## src/rtl/ctrl_pkg.sv

```systemverilog
// Shared encodings for the multi-cycle sequencing controller: states, opcodes,
// PC-source selects and trap causes.
package ctrl_pkg;

    typedef enum logic [2:0] {
        S_IDLE,
        S_FETCH,
        S_DECODE,
        S_EXEC,
        S_MEM,
        S_WB,
        S_TRAP,
        S_HALT
    } state_t;

    localparam int unsigned OP_ALU_MAX = 32'h13;
    localparam int unsigned OP_JMP     = 32'h18;
    localparam int unsigned OP_BEQ     = 32'h19;
    localparam int unsigned OP_BNE     = 32'h1A;
    localparam int unsigned OP_CALL    = 32'h1B;
    localparam int unsigned OP_RET     = 32'h1C;
    localparam int unsigned OP_LD      = 32'h1D;
    localparam int unsigned OP_ST      = 32'h1E;
    localparam int unsigned OP_HALT    = 32'h1F;

    localparam logic [2:0] PC_INC    = 3'd0;
    localparam logic [2:0] PC_BRANCH = 3'd1;
    localparam logic [2:0] PC_JUMP   = 3'd2;
    localparam logic [2:0] PC_CALL   = 3'd3;
    localparam logic [2:0] PC_STACK  = 3'd4;

    localparam logic [2:0] CAUSE_NONE      = 3'd0;
    localparam logic [2:0] CAUSE_ILLEGAL   = 3'd1;
    localparam logic [2:0] CAUSE_OVERFLOW  = 3'd2;
    localparam logic [2:0] CAUSE_UNDERFLOW = 3'd3;
    localparam logic [2:0] CAUSE_TIMEOUT   = 3'd4;

    // Gap between the ALU range and JMP, plus anything beyond the 5-bit map.
    function automatic logic op_is_illegal(input logic [31:0] op);
        return ((op > OP_ALU_MAX) && (op < OP_JMP)) || (op > OP_HALT);
    endfunction

endpackage

```

## src/rtl/multicycle_ctrl_seq_if.sv

```systemverilog
// Fetch/datapath/memory handshake bundle of the sequencing controller.
// master = controller, slave = surrounding datapath and memory.
interface multicycle_ctrl_seq_if #(
    parameter int OPCODE_W    = 5,
    parameter int STACK_DEPTH = 16
);
    localparam int DW = $clog2(STACK_DEPTH + 1);

    logic                instr_valid;
    logic [OPCODE_W-1:0] opcode;
    logic                zero_flag;
    logic                mem_ready;
    logic                fetch_req;
    logic                ir_load;
    logic                pc_write;
    logic [2:0]          pc_src;
    logic                alu_en;
    logic                reg_write;
    logic                mem_read;
    logic                mem_write;
    logic                stack_push;
    logic                stack_pop;
    logic [DW-1:0]       stack_depth;
    logic                trap;
    logic [2:0]          trap_cause;
    logic                halted;

    modport master (
        input  instr_valid, opcode, zero_flag, mem_ready,
        output fetch_req, ir_load, pc_write, pc_src, alu_en, reg_write,
               mem_read, mem_write, stack_push, stack_pop, stack_depth,
               trap, trap_cause, halted
    );

    modport slave (
        output instr_valid, opcode, zero_flag, mem_ready,
        input  fetch_req, ir_load, pc_write, pc_src, alu_en, reg_write,
               mem_read, mem_write, stack_push, stack_pop, stack_depth,
               trap, trap_cause, halted
    );
endinterface

```

## src/rtl/call_depth_tracker.sv

```systemverilog
// Call-nesting depth counter; saturates at both ends so it never wraps.
module call_depth_tracker #(
    parameter int STACK_DEPTH = 16,
    parameter int DW          = $clog2(STACK_DEPTH + 1)
) (
    input  logic          clk,
    input  logic          rst_n,
    input  logic          push,
    input  logic          pop,
    output logic [DW-1:0] depth,
    output logic          full,
    output logic          empty
);
    assign full  = (depth == DW'(STACK_DEPTH));
    assign empty = (depth == '0);

    always_ff @(posedge clk or negedge rst_n) begin
        if (!rst_n) begin
            depth <= '0;
        end else if (push && !full) begin
            depth <= depth + DW'(1);
        end else if (pop && !empty) begin
            depth <= depth - DW'(1);
        end
    end
endmodule

```

## src/rtl/multicycle_ctrl_seq.sv

```systemverilog
// Multi-cycle sequencing controller for the 19-bit CPU: fetch/decode/exec/mem/wb
// FSM with call-depth tracking and sticky traps.
module multicycle_ctrl_seq
    import ctrl_pkg::*;
#(
    parameter int OPCODE_W    = 5,
    parameter int STACK_DEPTH = 16,
    parameter int MEM_TIMEOUT = 255
) (
    input logic                  clk,
    input logic                  rst_n,
    multicycle_ctrl_seq_if.master bus
);
    localparam int DW = $clog2(STACK_DEPTH + 1);
    localparam int CW = $clog2(MEM_TIMEOUT + 1);

    state_t              state_q, state_d;
    logic [OPCODE_W-1:0] op_q, op_d;
    logic [CW-1:0]       cnt_q, cnt_d;
    logic [2:0]          cause_q, cause_d;
    logic [31:0]         op_ext;
    logic                push, pop, full, empty;
    logic [DW-1:0]       depth;

    assign op_ext = 32'(op_q);

    call_depth_tracker #(
        .STACK_DEPTH (STACK_DEPTH),
        .DW          (DW)
    ) u_depth (
        .clk   (clk),
        .rst_n (rst_n),
        .push  (push),
        .pop   (pop),
        .depth (depth),
        .full  (full),
        .empty (empty)
    );

    assign bus.stack_push  = push;
    assign bus.stack_pop   = pop;
    assign bus.stack_depth = depth;
    assign bus.trap_cause  = cause_q;

    always_ff @(posedge clk or negedge rst_n) begin
        if (!rst_n) begin
            state_q <= S_IDLE;
            op_q    <= '0;
            cnt_q   <= '0;
            cause_q <= CAUSE_NONE;
        end else begin
            state_q <= state_d;
            op_q    <= op_d;
            cnt_q   <= cnt_d;
            cause_q <= cause_d;
        end
    end

    always_comb begin
        state_d       = state_q;
        op_d          = op_q;
        cnt_d         = cnt_q;
        cause_d       = cause_q;
        push          = 1'b0;
        pop           = 1'b0;
        bus.fetch_req = 1'b0;
        bus.ir_load   = 1'b0;
        bus.pc_write  = 1'b0;
        bus.pc_src    = PC_INC;
        bus.alu_en    = 1'b0;
        bus.reg_write = 1'b0;
        bus.mem_read  = 1'b0;
        bus.mem_write = 1'b0;
        bus.trap      = 1'b0;
        bus.halted    = 1'b0;

        case (state_q)
            S_IDLE: state_d = S_FETCH;
            S_FETCH: begin
                bus.fetch_req = 1'b1;
                if (bus.instr_valid) begin
                    bus.ir_load  = 1'b1;
                    bus.pc_write = 1'b1;
                    op_d         = bus.opcode;
                    state_d      = S_DECODE;
                end
            end
            S_DECODE: begin
                if (op_is_illegal(op_ext)) begin
                    state_d = S_TRAP;
                    cause_d = CAUSE_ILLEGAL;
                end else if (op_ext == OP_HALT) begin
                    state_d = S_HALT;
                end else begin
                    state_d = S_EXEC;
                end
            end
            S_EXEC: begin
                if (op_ext <= OP_ALU_MAX) begin
                    bus.alu_en = 1'b1;
                    state_d    = S_WB;
                end else begin
                    state_d = S_FETCH;
                    case (op_ext)
                        OP_JMP: begin
                            bus.pc_write = 1'b1;
                            bus.pc_src   = PC_JUMP;
                        end
                        OP_BEQ, OP_BNE: begin
                            bus.pc_write = (op_ext == OP_BEQ) ? bus.zero_flag : !bus.zero_flag;
                            bus.pc_src   = PC_BRANCH;
                        end
                        OP_CALL: begin
                            if (full) begin
                                state_d = S_TRAP;
                                cause_d = CAUSE_OVERFLOW;
                            end else begin
                                push         = 1'b1;
                                bus.pc_write = 1'b1;
                                bus.pc_src   = PC_CALL;
                            end
                        end
                        OP_RET: begin
                            if (empty) begin
                                state_d = S_TRAP;
                                cause_d = CAUSE_UNDERFLOW;
                            end else begin
                                pop          = 1'b1;
                                bus.pc_write = 1'b1;
                                bus.pc_src   = PC_STACK;
                            end
                        end
                        OP_LD, OP_ST: begin
                            cnt_d   = '0;
                            state_d = S_MEM;
                        end
                        default: ;
                    endcase
                end
            end
            S_MEM: begin
                bus.mem_read  = (op_ext == OP_LD);
                bus.mem_write = (op_ext != OP_LD);
                // Ready on the final allowed wait cycle still wins over the timeout.
                if (bus.mem_ready) begin
                    state_d = (op_ext == OP_LD) ? S_WB : S_FETCH;
                end else if (cnt_q == CW'(MEM_TIMEOUT - 1)) begin
                    state_d = S_TRAP;
                    cause_d = CAUSE_TIMEOUT;
                end else begin
                    cnt_d = cnt_q + CW'(1);
                end
            end
            S_WB: begin
                bus.reg_write = 1'b1;
                state_d       = S_FETCH;
            end
            S_TRAP: bus.trap   = 1'b1;
            S_HALT: bus.halted = 1'b1;
        endcase
    end
endmodule

```

## src/flat_wrapper.sv

```systemverilog
// flat-port wrapper written by rule: the top's interface ports become plain ports
module multicycle_ctrl_seq_flat import ctrl_pkg::*;
#(
    parameter int OPCODE_W    = 5,
    parameter int STACK_DEPTH = 16,
    parameter int MEM_TIMEOUT = 255
)
  (clk, rst_n, bus_instr_valid, bus_opcode, bus_zero_flag, bus_mem_ready, bus_fetch_req, bus_ir_load, bus_pc_write, bus_pc_src, bus_alu_en, bus_reg_write, bus_mem_read, bus_mem_write, bus_stack_push, bus_stack_pop, bus_stack_depth, bus_trap, bus_trap_cause, bus_halted);
  multicycle_ctrl_seq_if #(.OPCODE_W(OPCODE_W), .STACK_DEPTH(STACK_DEPTH)) bus_i ();
  input logic clk;
  input logic rst_n;
  input wire logic [$bits(bus_i.instr_valid)-1:0] bus_instr_valid;
  input wire logic [$bits(bus_i.opcode)-1:0] bus_opcode;
  input wire logic [$bits(bus_i.zero_flag)-1:0] bus_zero_flag;
  input wire logic [$bits(bus_i.mem_ready)-1:0] bus_mem_ready;
  output wire logic [$bits(bus_i.fetch_req)-1:0] bus_fetch_req;
  output wire logic [$bits(bus_i.ir_load)-1:0] bus_ir_load;
  output wire logic [$bits(bus_i.pc_write)-1:0] bus_pc_write;
  output wire logic [$bits(bus_i.pc_src)-1:0] bus_pc_src;
  output wire logic [$bits(bus_i.alu_en)-1:0] bus_alu_en;
  output wire logic [$bits(bus_i.reg_write)-1:0] bus_reg_write;
  output wire logic [$bits(bus_i.mem_read)-1:0] bus_mem_read;
  output wire logic [$bits(bus_i.mem_write)-1:0] bus_mem_write;
  output wire logic [$bits(bus_i.stack_push)-1:0] bus_stack_push;
  output wire logic [$bits(bus_i.stack_pop)-1:0] bus_stack_pop;
  output wire logic [$bits(bus_i.stack_depth)-1:0] bus_stack_depth;
  output wire logic [$bits(bus_i.trap)-1:0] bus_trap;
  output wire logic [$bits(bus_i.trap_cause)-1:0] bus_trap_cause;
  output wire logic [$bits(bus_i.halted)-1:0] bus_halted;
  assign bus_i.instr_valid = bus_instr_valid;
  assign bus_i.opcode = bus_opcode;
  assign bus_i.zero_flag = bus_zero_flag;
  assign bus_i.mem_ready = bus_mem_ready;
  assign bus_fetch_req = bus_i.fetch_req;
  assign bus_ir_load = bus_i.ir_load;
  assign bus_pc_write = bus_i.pc_write;
  assign bus_pc_src = bus_i.pc_src;
  assign bus_alu_en = bus_i.alu_en;
  assign bus_reg_write = bus_i.reg_write;
  assign bus_mem_read = bus_i.mem_read;
  assign bus_mem_write = bus_i.mem_write;
  assign bus_stack_push = bus_i.stack_push;
  assign bus_stack_pop = bus_i.stack_pop;
  assign bus_stack_depth = bus_i.stack_depth;
  assign bus_trap = bus_i.trap;
  assign bus_trap_cause = bus_i.trap_cause;
  assign bus_halted = bus_i.halted;
  multicycle_ctrl_seq #(.OPCODE_W(OPCODE_W), .STACK_DEPTH(STACK_DEPTH), .MEM_TIMEOUT(MEM_TIMEOUT)) u_core (.clk(clk), .rst_n(rst_n), .bus(bus_i));
endmodule
```

## config.mk

```make
export PLATFORM = sky130hd
export DESIGN_NAME = multicycle_ctrl_seq_flat
export DESIGN_NICKNAME = d
export VERILOG_FILES = /design/src/rtl/ctrl_pkg.sv /design/src/rtl/multicycle_ctrl_seq_if.sv /design/src/rtl/call_depth_tracker.sv /design/src/rtl/multicycle_ctrl_seq.sv /design/src/flat_wrapper.sv
export SDC_FILE = /design/constraint.sdc
export NUM_CORES = 1
export LEC_CHECK = 0
export CAP_MARGIN = 20
export CELL_PAD_IN_SITES_DETAIL_PLACEMENT = 1
export CELL_PAD_IN_SITES_GLOBAL_PLACEMENT = 1
export CORE_MARGIN = 4
export CORE_UTILIZATION = 35
export DETAILED_ROUTE_END_ITERATION = 8
export MAX_ROUTING_LAYER = met4
export PLACE_DENSITY = 0.81
export SLEW_MARGIN = 30
export SYNTH_ARGS = -nofsm -noshare
export SYNTH_HDL_FRONTEND = slang
export SYNTH_HIERARCHICAL = 1
export SYNTH_SLANG_ARGS = --single-unit
```

## constraint.sdc

```tcl
create_clock -name clk -period 4.15 [get_ports clk]
set_input_delay 0.83 -clock clk [delete_from_list [all_inputs] [get_ports clk]]
set_output_delay 0.83 -clock clk [all_outputs]
set_load 0.02 [all_outputs]
```

==> impl_metrics.ini, run 1 <==
[outcome]
outcome = finished, final reports clean

[timing]
worst_pin_slew_ns = 0.468
slew_viol_final = 0
hold_viol_final = 0
whs_ns = 0.506
finalSetupTns_ns = 0
fmax_ghz = 0.294
slew_headroom = 0.687
setup_viol = 0
layout_worst_path_cycle_share = 0.819
fin_worst_skew_ns = 0.00409
period_minus_slack_ns = 3.40
rsz0062_at_grt = no

[clock_network]
cts_resized = 0
htreeDepth = 1
clockBufferDepth = 2
clk_pin_slew_ns = 0.09
post_cts_buffers = 0
cts_tree = built
clock_tree.root_cell = clkbuf_8
insertion_delay_ns = 0.27
cts-hold-fix-buffers = 0
clock_sink_count = 24
cts_buffers = 3

[setup_path]
cp.arrival_ns = 2.57
worstSetupPathType = reg -> out
crit_path_max_fanout = 6
cp-start-kind = flip-flop
end_kind = output pin
reg2reg_depth = 10
required_ns = 3.32

[detailed_routing]
drt_pass1_iterations = 4
wl_per_cell_um = 16.0
antenna_left = 0
vias = 1619
wirelength_um = 4680
drc = 0
viasPerCell = 5.54
drt_iter0_drc = 98

[power_and_ir_drop]
power.total_mw = 1.37
p_leak_nw = 0.848
p_per_area_nw_per_um2 = 641
switching_power_mw = 0.611
vdd_ir_drop_max_uv = 297
p_sw_frac = 0.447
internal_power_mw = 0.757
seq_power_share = 0.318
combinationalPowerShare = 0.531
clkPwrFrac = 0.151

[floorplan]
core-area_um2 = 4750
num_rows = 25
die_x_um = 78.1
ios = 32
initial_core_util = 0.362
die-area_um2 = 6100
die_y_um = 78.1

[synth]
ys_types = 56
synth_seq_cells = 24
ys_warn_count = 6
synth-edff-count = 0
synth-main-ff-cell = dfrtp_1
syn_nets = 216
synth_cells = 200
synthesis.area_um2 = 1720
ys_seq_area_frac = 0.349
synth.avg_cell_area_um2 = 8.60
async_flop_share = 1.00

[cells_and_area]
area_growth_pct = 24.2
nets = 242
regArea_um2 = 601
antennaDiodeCount = 0
multi_input_area_um2 = 1010
fill_cells = 584
design_area_um2 = 2140
drive_gt1_frac = 0.0800

[global_routing]
antenna_found_initial = 0
grt_max_degree = 25
grt_first_pass_wirelength_um = 7820
gr-total-overflow = 0
track_usage = 0.162
grt_pass1_vias = 1606

[placement]
routabilityCongestion = 0.767
hpwl_um = 3310
place_area_um2 = 2060
io_buffers = 31

[min_path]
hold_path_class = reg -> reg
worstHoldPathCells = 1

[job]
max_cap_violations = 0
path summary, 6_finish.rpt:
| path | end | startpoint | slack (ns) |
|---|---|---|---|
| max | bus_pc_write | u_core/u_depth/depth[0]$_DFFE_PN0P_ | 0.75 |
| min | u_core/bus.trap_cause[2]$_DFFE_PN0P_ | u_core/bus.trap_cause[2]$_DFFE_PN0P_ | 0.51 |
| max reg2reg | u_core/u_depth/depth[4]$_DFFE_PN0P_ | u_core/state_q[1]$_DFFE_PN0P_ | 0.91 |
| min reg2reg | u_core/bus.trap_cause[2]$_DFFE_PN0P_ | u_core/bus.trap_cause[2]$_DFFE_PN0P_ | 0.51 |
| max in group asynchronous | u_core/u_depth/depth[2]$_DFFE_PN0P_ | rst_n | 2.99 |
| min in group asynchronous | u_core/bus.trap_cause[1]$_DFFE_PN0P_ | rst_n | 0.91 |
cell families after synthesis:
kind of cell,synth area share
AND/OR/NAND/NOR,0.239
multiplexers,0.0327
adder cells (fa/ha/maj),0.0480
flip-flops,0.349
buffers and inverters,0.0633
XOR/XNOR,0.0153
AO/OA/AOI/OAI,0.252
power by group through the flow:
| stage | sequential, mW | clock [mW] | combinational, mW |
|---|---|---|---|
| floorplan | 0.384 | 0 | 0.539 |
| global placement | 0.429 | 0 | 0.693 |
| detailed placement | 0.430 | 0 | 0.720 |
| CTS | 0.434 | 0.213 | 0.727 |
| global route | 0.454 | 0.222 | 0.792 |
| finish | 0.435 | 0.206 | 0.727 |
layer usage:
layer | GRT usage | vias up | part of all wire
met4 | 0.0472 | 0 | 0.0098
li1 | - | 784 | -
met3 | 0.0172 | 2 | 0.016
met5 | - | - | 0
met1 | 0.217 | 809 | 0.48
met2 | 0.259 | 24 | 0.49
registers in the layout, indices dropped and copies added, names as in the netlist:
signal,count
u_core/state_q,3
u_core/u_depth/depth,5
u_core/cnt_q,8
u_core/op_q,5
u_core/bus.trap_cause,3
through the flow:
step / worst slack, ns / util / std cells
after global placement: 0.901 / 0.434 / 288
final: 0.749 / 0.449 / 292
after global routing: 0.520 / 0.449 / 292
after floorplan: 0.566 / - / 200
after CTS: 0.775 / 0.449 / 292
after detailed placement: 0.885 / 0.434 / 288
layout by cell type (no fill, tap or decap), types with 2 or more instances in the layout:
cell type        Yosys  final
o21ai_0             16     16
clkdlybuf4s50_1      0     31
inv_1                8      8
nand2_1             14     14
nand4_1              3      3
a211oi_1             5      5
nor4_1               3      3
and2_1               3      3
buf_4                1      4
a21o_1               4      4
o22ai_1              3      3
ha_1                 5      5
nand3_1              4      4
nor4b_1              2      2
dfrtp_1             24     24
and3b_1              4      4
or3_1                6      6
and3_1               3      3
a221oi_1             2      2
xnor2_1              2      2
mux2_2               5      5
a21boi_0             2      2
clkbuf_8             0      3
a21oi_1             17     17
nor3_1               3      3
nor2_1              18     18
nand2b_1             3      3
area by class of cell:
cell class / instances / area share
Sequential cell: 24 / 0.281
Clock inverter: 1 / 0.0141
Timing Repair Buffer: 35 / 0.159
Tap cell: 67 / 0.0393
Multi-Input combinational cell: 154 / 0.473
Inverter: 8 / 0.0141
Clock buffer: 3 / 0.0193
worst max-delay path: stages (launching register included):
cell	delay, ns
dfrtp_1	0.49
nor4_1	0.48
nand2b_1	0.19
inv_1	0.17
nor2_1	0.06
a21oi_1	0.12
nor2_1	0.05
a21oi_1	0.12
o21bai_1	0.07
clkdlybuf4s50_1	0.54
synthesized netlist by cell type, types with 4 or more instances:
| cell type | number | share of area |
|---|---|---|
| a211oi_1 | 5 | 0.022 |
| a21o_1 | 4 | 0.017 |
| a21oi_1 | 17 | 0.049 |
| and3b_1 | 4 | 0.020 |
| buf_2 | 4 | 0.012 |
| clkbuf_1 | 5 | 0.011 |
| dfrtp_1 | 24 | 0.35 |
| ha_1 | 5 | 0.036 |
| inv_1 | 8 | 0.017 |
| mux2_2 | 5 | 0.033 |
| nand2_1 | 14 | 0.031 |
| nand3_1 | 4 | 0.012 |
| nor2_1 | 18 | 0.039 |
| o21ai_0 | 16 | 0.047 |
| or3_1 | 6 | 0.022 |
(Power assumes the default switching activity.)
==> run 2: changes to the inputs <==
clock period = 3.4 ns   (was 4.15 ns; I/O delays follow)
==> run 2 against run 1 <==
  * Largest power group unchanged
  * Register-to-register slack got worse by 0.40 ns
  * Critical path type unchanged
  * Die area unchanged
  * Largest cell class unchanged
  * Sequential share of layout area fell by 0.37 points
  * Sequential cell count stayed put
  * Global-route usage is 0.64 points higher
  * Clock skew increased by 0.00095 ns
==> impl_metrics.ini, run 2 (synthesis gave the netlist of run 1 again) <==
[detailed_routing]
wirelength_um = 4610
antenna_left = 0
wl_per_cell_um = 15.6
drt_iter0_drc = 88
vias = 1610
drc = 0
drt_pass1_iterations = 5
viasPerCell = 5.46

[timing]
hold_viol_final = 0
rsz0062_at_grt = no
worst_pin_slew_ns = 0.464
period_minus_slack_ns = 3.17
fmax_ghz = 0.316
setup_viol = 0
finalSetupTns_ns = 0
fin_worst_skew_ns = 0.00504
whs_ns = 0.486
slew_headroom = 0.691
setup_slack_ns = 0.234
slew_viol_final = 0
layout_worst_path_cycle_share = 0.931

[floorplan]
die_y_um = 78.1
num_rows = 25
die-area_um2 = 6100
die_x_um = 78.1
initial_core_util = 0.362
core-area_um2 = 4750
ios = 32

[cells_and_area]
largest_reg_flops = 8
multi_input_area_um2 = 1020
regArea_um2 = 601
design_area_um2 = 2160
drive_gt1_frac = 0.0965
finish.utilization = 0.455
nets = 245
fill_cells = 582
area_growth_pct = 25.9
top_register = u_core/cnt_q
antennaDiodeCount = 0
instances_no_fill = 295
reg_top3 = u_core/cnt_q: 8 flops, u_core/op_q: 5 flops, u_core/u_depth/depth: 5 flops
final_common_cell = clkdlybuf4s50_1
final_cell_mix = 31 x clkdlybuf4s50_1, 24 x dfrtp_1, 18 x nor2_1

[min_path]
hold_path_class = reg -> reg
min_from = u_core/bus.trap_cause[2]$_DFFE_PN0P_

[clock_network]
clk_pin_slew_ns = 0.09
cts_tree = built
insertion_delay_ns = 0.27
cts-hold-fix-buffers = 0
clock_sink_count = 24
clock_tree.root_cell = clkbuf_8
clockBufferDepth = 2
cts_buffers = 3
cts_resized = 0
post_cts_buffers = 0
htreeDepth = 1

[setup_path]
critPathMaxStageDelay_ns = 0.54
cpLargestDelayFamily = simple AND/OR/NAND/NOR gates
rr_startpoint = u_core/state_q[2]$_DFFE_PN0P_
cp-startpoint = u_core/u_depth/depth[0]$_DFFE_PN0P_
end_kind = output pin
cp.arrival_ns = 2.49
cp-start-kind = flip-flop
worstSetupPathType = reg -> out
cp.buffers_inverters = 2
reg2reg_setup_slack_ns = 0.51
required_ns = 2.72
cp_slowest_cell = clkdlybuf4s50_1
worstPathCellList = nor4_1 -> nand2b_1 -> inv_1 -> nor2_1 -> a21oi_1 -> nor2_1 -> a21oi_1 -> o21bai_1 -> clkdlybuf4s50_1
crit_path_max_fanout = 6

[global_routing]
grt_max_degree = 25
antenna_found_initial = 0
gr-total-overflow = 0
grt_pass1_vias = 1695
track_usage = 0.168
grt_first_pass_wirelength_um = 8160

[power_and_ir_drop]
power.total_mw = 1.69
p_leak_nw = 0.863
p_per_area_nw_per_um2 = 779
vdd_ir_drop_max_uv = 331

[placement]
place_area_um2 = 2090
placed_cells = 291
pre_cts_slack_ns = 0.545
routabilityCongestion = 0.873
hpwl_um = 3410
io_buffers = 31

[outcome]
outcome = finished, final reports clean

[job]
max_cap_violations = 0
## run 2: cell types whose count changed in the layout (fill, tap and decap cells not counted), sizes merged
cell,before,now
buf,4,7
## run 2: cell type report
cell class	instances	share of cell area
clock buffer	3	0.0191
sequential	24	0.277
multi-input combinational	154	0.469
clock inverter	1	0.0139
tap	67	0.0387
inverter	8	0.0139
timing repair buffer	38	0.168
## run 2: worst paths after layout
path	endpoint	cells after the start
setup / recovery	bus_pc_write	9
hold / removal	u_core/bus.trap_cause[2]$_DFFE_PN0P_	1
setup reg to reg	u_core/u_depth/depth[4]$_DFFE_PN0P_	9
hold reg to reg	u_core/bus.trap_cause[2]$_DFFE_PN0P_	1
max in group asynchronous	u_core/op_q[3]$_DFFE_PN0P_	2
min in group asynchronous	u_core/cnt_q[4]$_DFFE_PN0P_	2
## run 2: layer usage
metal,part of all wire,vias to the layer above,track usage
met3,0.025,6,0.0183
met2,0.45,31,0.251
li1,-,793,-
met1,0.50,780,0.233
met5,0,-,-
met4,0.018,0,0.0682
## run 2: report_power, final
part,internal (mW),total (mW),switching (mW)
Clock,0.158,0.259,0.101
Combinational,0.417,0.927,0.511
Sequential,0.367,0.500,0.132
Total,0.942,1.69,0.744
## run 2: worst register-to-register path, cell delays in order, from the launching register on
cell	delay, ns
dfrtp_1	0.39
and3b_1	0.27
nand3_1	0.23
nor4_2	0.32
nand2b_1	0.18
fa_1	0.43
a21o_1	0.20
a2111oi_1	0.49
a211oi_1	0.12
a211oi_2	0.20
==> run 3: changes to the inputs <==
CTS_CLUSTER_DIAMETER = 80   (was not set)
==> results of run 3 <==
No change in the layout: final DEF, timing and power equal those of run 2.
